==> src/rtl/ddr_tx.sv <==
// HDR-DDR transmit serializer: shifts single bits, data words, parity, CRC token or CRC5 onto SDA,
// one bit per SCL edge (either polarity), and keeps a running CRC5 over transmitted data words.
module ddr_tx #(
  parameter int         WORD_W   = 16,
  parameter logic [4:0] CRC_INIT = 5'h1F
) (
  input  logic              i_sys_clk,
  input  logic              i_sys_rst,
  input  logic              i_sclgen_scl_pos_edge,
  input  logic              i_sclgen_scl_neg_edge,
  input  logic              i_ddrccc_tx_en,
  input  logic [3:0]        i_ddrccc_tx_mode,
  input  logic              i_ddrccc_tx_bit,
  input  logic              i_ddrccc_crc_init,
  input  logic [WORD_W-1:0] i_regf_tx_word,
  output logic              o_sdahnd_tx_sda,
  output logic              o_sdahnd_tx_oe,
  output logic              o_ddrccc_tx_mode_done,
  output logic              o_ddrccc_error
);
  localparam int         CNT_W    = $clog2(WORD_W + 1);
  localparam logic [3:0] M_SINGLE = 4'b0000;
  localparam logic [3:0] M_WORD   = 4'b0011;
  localparam logic [3:0] M_PARITY = 4'b0110;
  localparam logic [3:0] M_TOKEN  = 4'b1000;
  localparam logic [3:0] M_CRC    = 4'b1001;

  typedef enum logic [1:0] {IDLE, LOAD, SHIFT, DONE} state_t;
  state_t state, state_nxt;

  logic [WORD_W-1:0] shreg, word_q;
  logic [CNT_W-1:0]  cnt;
  logic [4:0]        crc;
  logic              data_mode, err;
  logic              legal, start, strobe, consume, fb, pa1, pa0;

  assign legal   = (i_ddrccc_tx_mode == M_SINGLE) || (i_ddrccc_tx_mode == M_WORD) ||
                   (i_ddrccc_tx_mode == M_PARITY) || (i_ddrccc_tx_mode == M_TOKEN) ||
                   (i_ddrccc_tx_mode == M_CRC);
  assign start   = i_ddrccc_tx_en && legal && (state == IDLE || state == DONE);
  // Coincident SCL strobes count as a single edge.
  assign strobe  = i_sclgen_scl_pos_edge | i_sclgen_scl_neg_edge;
  assign consume = (state == SHIFT) && i_ddrccc_tx_en && strobe;
  assign fb      = crc[4] ^ shreg[WORD_W-1];

  // Parity is taken from the last word that was latched for transmission.
  always_comb begin
    pa1 = 1'b0;
    pa0 = 1'b1;
    for (int i = 0; i < WORD_W; i++) begin
      if (i % 2 == 1) pa1 = pa1 ^ word_q[i];
      else            pa0 = pa0 ^ word_q[i];
    end
  end

  always_ff @(posedge i_sys_clk) begin
    if (i_sys_rst) state <= IDLE;
    else           state <= state_nxt;
  end

  always_comb begin
    state_nxt = state;
    case (state)
      IDLE:    state_nxt = start ? LOAD : IDLE;
      LOAD:    state_nxt = i_ddrccc_tx_en ? SHIFT : IDLE;
      SHIFT: begin
        if (!i_ddrccc_tx_en)                      state_nxt = IDLE;
        else if (strobe && cnt == CNT_W'(1))      state_nxt = DONE;
      end
      DONE:    state_nxt = start ? LOAD : IDLE;
      default: state_nxt = IDLE;
    endcase
  end

  always_ff @(posedge i_sys_clk) begin
    if (i_sys_rst) begin
      shreg     <= '0;
      word_q    <= '0;
      cnt       <= '0;
      crc       <= CRC_INIT;
      data_mode <= 1'b0;
      err       <= 1'b0;
    end else begin
      err <= i_ddrccc_tx_en && !legal && (state == IDLE || state == DONE);
      if (start) begin
        data_mode <= (i_ddrccc_tx_mode == M_WORD);
        case (i_ddrccc_tx_mode)
          M_WORD: begin
            shreg  <= i_regf_tx_word;
            word_q <= i_regf_tx_word;
            cnt    <= CNT_W'(WORD_W);
          end
          M_PARITY: begin
            shreg <= {pa1, pa0, {(WORD_W-2){1'b0}}};
            cnt   <= CNT_W'(2);
          end
          M_TOKEN: begin
            shreg <= {4'b1100, {(WORD_W-4){1'b0}}};
            cnt   <= CNT_W'(4);
          end
          M_CRC: begin
            shreg <= {crc, {(WORD_W-5){1'b0}}};
            cnt   <= CNT_W'(5);
          end
          default: begin
            shreg <= {i_ddrccc_tx_bit, {(WORD_W-1){1'b0}}};
            cnt   <= CNT_W'(1);
          end
        endcase
      end else if (consume && cnt > CNT_W'(1)) begin
        shreg <= {shreg[WORD_W-2:0], 1'b0};
        cnt   <= cnt - CNT_W'(1);
      end
      // The last bit stays in place so DONE keeps driving it.
      if (i_ddrccc_crc_init)          crc <= CRC_INIT;
      else if (consume && data_mode)  crc <= {crc[3:0], 1'b0} ^ (fb ? 5'b00101 : 5'b00000);
    end
  end

  always_comb begin
    o_sdahnd_tx_sda       = 1'b1;
    o_sdahnd_tx_oe        = 1'b0;
    o_ddrccc_tx_mode_done = 1'b0;
    o_ddrccc_error        = err;
    case (state)
      LOAD, SHIFT: begin
        o_sdahnd_tx_sda = shreg[WORD_W-1];
        o_sdahnd_tx_oe  = 1'b1;
      end
      DONE: begin
        o_sdahnd_tx_sda       = shreg[WORD_W-1];
        o_sdahnd_tx_oe        = 1'b1;
        o_ddrccc_tx_mode_done = 1'b1;
      end
      default: ;
    endcase
  end
endmodule

==> config.mk <==
export PLATFORM = sky130hd
export DESIGN_NAME = ddr_tx
export DESIGN_NICKNAME = d
export VERILOG_FILES = /design/src/rtl/ddr_tx.sv
export SDC_FILE = /design/constraint.sdc
export NUM_CORES = 1
export LEC_CHECK = 0
export ABC_AREA = 1
export BUFFER_PORTS_ARGS = -buffer_cell sky130_fd_sc_hd__buf_2
export CAP_MARGIN = 10
export CORE_MARGIN = 10
export CORE_UTILIZATION = 35
export CTS_CLUSTER_SIZE = 8
export DETAILED_ROUTE_END_ITERATION = 7
export PLACE_DENSITY = 0.49
export SKIP_CTS_REPAIR_TIMING = 1
export SYNTH_ARGS = -nofsm -noshare
export SYNTH_HDL_FRONTEND = slang
export SYNTH_SLANG_ARGS = --single-unit
==> constraint.sdc <==
create_clock -name i_sys_clk -period 4.6 [get_ports i_sys_clk]
set_input_delay 0.23 -clock i_sys_clk [delete_from_list [all_inputs] [get_ports i_sys_clk]]
set_output_delay 0.23 -clock i_sys_clk [all_outputs]
set_load 0.01 [all_outputs]
==> key figures, run 1 <==
Placed design
  • Placed inst area: 2600 µm²
  • Place WS: 1.92 ns
  • RD Place Congestion: 0.784
  • Port buffer count: 30
  • Detailed Place HPWL: 4500 µm

Logic synthesis
  • Synth Area in XOR/XNOR: 3.24%
  • Post-synthesis mux area share: 0%
  • Synth async-reset ratio: 0%
  • Gate Count Post-Synth: 354
  • Syn nets: 387
  • Ys flop type: dfxtp_1
  • Post-Syn Area: 2430 µm²
  • Simple-Gate Fraction of Synth Area: 28.2%
  • Count leader, synth: nand2_1
  • EDFF count, synth: 0
  • Distinct cell type count after synthesis: 32
  • Adder-Cell Fraction of Synth Area: 3.09%
  • Register area share after synthesis: 37.9%
  • Synthesized area per cell: 6.87 µm²
  • Area fraction in compound gates after synthesis: 16.3%
  • Largest family of logic cells by synthesized area: simple AND/OR/NAND/NOR gates
  • Ranking of synthesized cells by area: dfxtp_1 38%, nand2_1 15%, o21ai_0 8.4%
  • Area leader, netlist: dfxtp_1
  • Register bit total from synthesis: 46
  • Yosys top cell area share: 37.9%
  • Top post-synthesis cells by count: 94 x nand2_1, 49 x inv_1, 46 x dfxtp_1, 41 x o21ai_0, 31 x nor2_1
  • Syn. warnings: 0

Drt
  • DR iter-0 viols: 84
  • Via-per-instance ratio: 4.73
  • DRC errors left: 0
  • Post-Route WL: 6070 µm
  • Routed Antenna Nets: 0
  • Vias: 2175
  • Detailed-router iteration count before antenna repair: 4
  • Drt wl/cell: 13.2 µm

Timing
  • Final TNS setup: 0 ns
  • Slew Viols, Final: 0
  • Hold Vio Cnt, Final: 0
  • Final period util: 59.2%
  • Final setup fails: 0
  • Measured slew at the worst slew-check pin: 0.669 ns
  • Final min period: 2.72 ns
  • Slew margin rel.: 55.4%
  • Final WS setup: 1.88 ns
  • Clk_skew: 0.00724 ns
  • Max Clk Rate: 0.367 GHz
  • RSZ-0062 raised after global routing: no

CTS
  • Worst-Skew Late Latency: 0.30 ns
  • Clock root buffer: clkbuf_8
  • Total CTS buffers: 5
  • TritonCTS clock tree: built
  • Htree depth: 2
  • CTS Buffer Depth: 2
  • Reg clk slew, reported paths: 0.09 ns
  • Clock sink total: 46

Min path
  • HP Start: i_regf_tx_word[11]
  • Hold crit path type: in2reg
  • Hold Crit Depth: 3

Setup path
  • Worst setup path startpoint: state[0]
  • CP top delay family: simple AND/OR/NAND/NOR gates
  • Req. time, crit path: 4.84 ns
  • CP max stage delay: 0.52 ns
  • CP startpoint kind: flop
  • Crit path max-delay cell type: nand2_1
  • Buffers plus inverters on the worst setup path: 3
  • Worst-path cell chain: inv_1, ha_1, nor2_1, inv_1, nor2_2, inv_1, nand2_1, o21ai_0, nor2_2
  • Kind of critical path: reg2reg
  • Crit-path max FO: 20
  • CP Depth: 9
  • Most used cell, CP: inv_1
  • WP data arrival: 2.96 ns
  • Reg-to-Reg Start: state[0]
  • R2r worst-path depth: 9
  • Critical path endpoint category: flop

Pwr
  • Worst VDD drop: 0.130 mV
  • PwrDens: 282 nW/µm²
  • Total design power: 0.755 mW
  • Leak: 1.30 nW

Cells and area
  • Ant. Diodes: 0
  • Layout area overhead: 10.2%
  • Nets: 413
  • Filler cells: 724
  • Layout cells sized above 1: 14.5%
  • Post-route cell area: 2680 µm²

Global routing
  • First-pass GRT wire length: 9960 µm
  • GRT Total Usage: 11.8%
  • Remaining global-route overflow: 0
  • Vias in the first global route: 2059
  • Pin count of the biggest net entering global routing: 24
  • Antenna violations before repair: 0

Floorplanning
  • Die Y: 103 µm
  • Die Area: 10700 µm²
  • Die W: 103 µm
  • Initial Util: 36.0%
  • Core area: 6760 µm²
  • Std cell rows: 30
  • I/O pin total: 31

Run status
  • Status: finished clean

Flow run
  • MaxCap Viol Count: 0
[logic make-up after synthesis]
family          Yosys count
flops                    46
xor+xnor                  9
compound gates           73
buf+inv                  61
simple gates            159
fa+ha+maj                 6
[layout by cell type (no fill, tap or decap)]
cell / Yosys / routed
nand3b_1: 1 / 1
nand3_2: 2 / 2
xor2_1: 4 / 4
o21ai_2: 1 / 1
o21ai_1: 2 / 2
inv_1: 49 / 49
o211a_1: 1 / 1
nand2_2: 6 / 6
nor4_1: 1 / 1
o221ai_1: 1 / 1
nor2_1: 31 / 31
a21oi_1: 20 / 20
dfxtp_1: 46 / 46
nand4_1: 1 / 1
buf_2: 0 / 30
ha_1: 6 / 6
nand2_1: 94 / 94
inv_8: 1 / 1
nand2_8: 1 / 1
xnor2_1: 5 / 5
nor2_2: 4 / 4
o21ai_0: 41 / 41
o211ai_1: 4 / 4
or2_2: 3 / 3
clkinv_2: 0 / 2
clkbuf_8: 0 / 5
nand3_1: 15 / 15
o21bai_1: 2 / 2
o21a_1: 1 / 1
[worst reg2reg max path: cells and delay by family (launching register included)]
| family | cells | cell delay [ns] |
|---|---|---|
| compound gates | 1 | 0.18 |
| fa+ha+maj | 1 | 0.29 |
| buf+inv | 3 | 0.59 |
| flops | 1 | 0.38 |
| simple gates | 4 | 1.23 |
[state kept, by name, summed over array words and instances (netlist names)]
name	count
shreg	16
word_q	16
cnt	5
data_mode	1
o_ddrccc_error	1
state	2
crc	5
[report_power, final]
| group | leakage [nW] | total (mW) | switching, mW | internal, mW |
|---|---|---|---|---|
| registers | 0.373 | 0.420 | 0.00795 | 0.412 |
| clock network | 0.0438 | 0.238 | 0.135 | 0.102 |
| logic | 0.881 | 0.0973 | 0.0606 | 0.0367 |
| total | 1.30 | 0.755 | 0.204 | 0.551 |
[layout make-up]
class                           count  area, µm²  share of cell area [%]
Clock buffer                        5       68.8                    2.57
Clock inverter                      2       10.0                   0.373
Inverter                           50        195                    7.28
Multi-Input combinational cell    247       1230                    46.1
Sequential cell                    46        921                    34.4
Tap cell                           80        100                    3.73
Timing Repair Buffer               30        150                    5.60
[path summary, 6_finish.rpt]
path                      to  slack (ns)
setup / recovery    shreg[7]        1.88
hold reg to reg     shreg[0]        0.48
setup reg to reg    shreg[7]        1.88
hold / removal    word_q[11]        0.19
[per-layer routing]
| layer | part of all wire [%] | GRT usage [%] |
|---|---|---|
| met5 | 0 | 0 |
| met3 | 2.8 | 2.59 |
| met2 | 44 | 18.3 |
| met1 | 52 | 16.1 |
| met4 | 1.0 | 3.53 |
[per-stage QoR]
| step | cells | utilization [%] | hold WS, ns |
|---|---|---|---|
| floorplan | 354 | - | 0.373 |
| detailed placement | 453 | 38.5 | 0.459 |
| global placement | 453 | 38.5 | 0.459 |
| finish | 460 | 39.7 | 0.189 |
| global route | 460 | 39.7 | 0.190 |
| CTS | 460 | 39.7 | 0.180 |
Power figures use the tool's default switching activity.
==> inputs of run 2 (changes only) <==
- clock period: 4.6 -> 2.6 ns (I/O delays scaled with it)
==> key figures, run 2 (synthesized netlist as in run 1, its figures left out) <==
Run status
  • Status: finished clean

Floorplanning
  • I/O pin total: 31
  • Initial Util: 36.0%
  • Core area: 6760 µm²
  • Die Area: 10700 µm²
  • Die W: 103 µm
  • Std cell rows: 30
  • Die Y: 103 µm

Placed design
  • RD Place Congestion: 0.832
  • Port buffer count: 30
  • Detailed Place HPWL: 4690 µm
  • Cells after DPL: 457

Cells and area
  • Ant. Diodes: 0
  • Layout area overhead: 12.8%
  • Filler cells: 749
  • Largest regs: shreg x16, word_q x16
  • Post-route insts no fill: 465
  • Commonest cells after routing, fill and taps aside: 94 x nand2_1, 49 x inv_1, 46 x dfxtp_1
  • Layout cells sized above 1: 15.6%
  • Nets: 417
  • Most common cell after layout, fill and taps aside: nand2_1

CTS
  • Htree depth: 2
  • TritonCTS clock tree: built
  • Clock sink total: 46
  • Reg clk slew, reported paths: 0.09 ns
  • Total CTS buffers: 5
  • Worst-Skew Late Latency: 0.31 ns
  • Clock root buffer: clkbuf_8
  • CTS Buffer Depth: 2

Min path
  • Hold EP: word_q[13]
  • Hold crit path type: in2reg
  • Hold Crit Depth: 3
  • HP Start: i_regf_tx_word[13]

Timing
  • Max Clk Rate: 0.515 GHz
  • RSZ-0062 raised after global routing: no
  • Final period util: 74.7%
  • Hold Vio Cnt, Final: 0
  • Final min period: 1.94 ns
  • Clk_skew: 0.00731 ns
  • Final setup fails: 0
  • Slew Viols, Final: 0
  • Final TNS setup: 0 ns
  • Slew margin rel.: 57.6%
  • Measured slew at the worst slew-check pin: 0.636 ns

Drt
  • Vias: 2154
  • Drt wl/cell: 13.0 µm
  • Detailed-router iteration count before antenna repair: 4
  • Routed Antenna Nets: 0
  • Post-Route WL: 6040 µm
  • Via-per-instance ratio: 4.63
  • DRC errors left: 0
  • DR iter-0 viols: 117

Setup path
  • Critical path endpoint category: flop
  • Flop2flop setup slack: 0.66 ns
  • R2r worst-path depth: 10
  • Req. time, crit path: 2.84 ns
  • FF-to-FF End: word_q[15]
  • Reg-to-Reg Start: state[0]
  • CP startpoint kind: flop
  • Kind of critical path: reg2reg
  • Crit-path max FO: 18
  • WP data arrival: 2.18 ns

Pwr
  • PwrDens: 534 nW/µm²
  • Leak: 1.33 nW
  • Worst VDD drop: 0.166 mV

Global routing
  • Vias in the first global route: 2067
  • Pin count of the biggest net entering global routing: 24
  • GRT Total Usage: 11.7%
  • Remaining global-route overflow: 0
  • First-pass GRT wire length: 9830 µm
  • Antenna violations before repair: 0

Flow run
  • MaxCap Viol Count: 0
## run 2: power breakdown
group | switching, mW | leakage [nW] | internal [mW] | total (mW)
clock network | 0.259 | 0.0585 | 0.288 | 0.547
registers | 0.0138 | 0.373 | 0.729 | 0.743
logic | 0.107 | 0.900 | 0.0692 | 0.176
## run 2: worst max-delay path by stage
stage                        start    endpoint  slack, ns  cells after the start
final                     state[0]  word_q[15]       0.66                     10
after detailed placement  state[0]    shreg[2]       0.67                     12
after floorplan           state[0]    shreg[7]       0.93                     12
after global routing      state[0]    shreg[5]       0.47                     12
after CTS                 state[0]  word_q[15]       0.63                     10
after global placement    state[0]    shreg[1]       0.67                     12
## run 2: final cells by class
class / count / area, µm² / share of cell area [%]
multi-input combinational: 247 / 1230 / 45.0
sequential: 46 / 921 / 33.6
inverter: 50 / 195 / 7.11
timing repair buffer: 34 / 180 / 6.57
tap: 80 / 100 / 3.65
clock buffer: 5 / 68.8 / 2.51
clock inverter: 3 / 43.8 / 1.60
## run 2: metal layers
metal / GRT usage, % / vias up / part of all wire, %
met5: 0 / - / 0
met4: 3.85 / 0 / 1.3
met3: 2.79 / 8 / 2.4
met2: 19.1 / 15 / 46
met1: 14.9 / 956 / 50
li1: - / 1175 / -
## run 2: stage by stage
stage / setup WS [ns] / cell area [µm²] / hold slack (ns) / utilization (%) / total power [mW]
2_1_floorplan: 0.928 / 2430 / 0.273 / - / 0.881
3_3_place_gp: 0.672 / 2630 / 0.408 / 38.9 / 0.939
3_5_place_dp: 0.672 / 2630 / 0.405 / 38.9 / 0.938
4_1_cts: 0.628 / 2740 / 0.0718 / 40.6 / 1.50
5_1_grt: 0.468 / 2740 / 0.0864 / 40.6 / 1.54
6_report: 0.657 / 2740 / 0.0837 / 40.6 / 1.47
## run 2: worst max-delay path, stage by stage (launching register included)
cell     delay [ns]
dfxtp_1        0.38
inv_1          0.08
ha_1           0.29
nor2_1         0.15
inv_1          0.10
nor2_2         0.13
buf_4          0.20
nand2_8        0.13
inv_8          0.14
nand2_1        0.12
o21ai_1        0.16
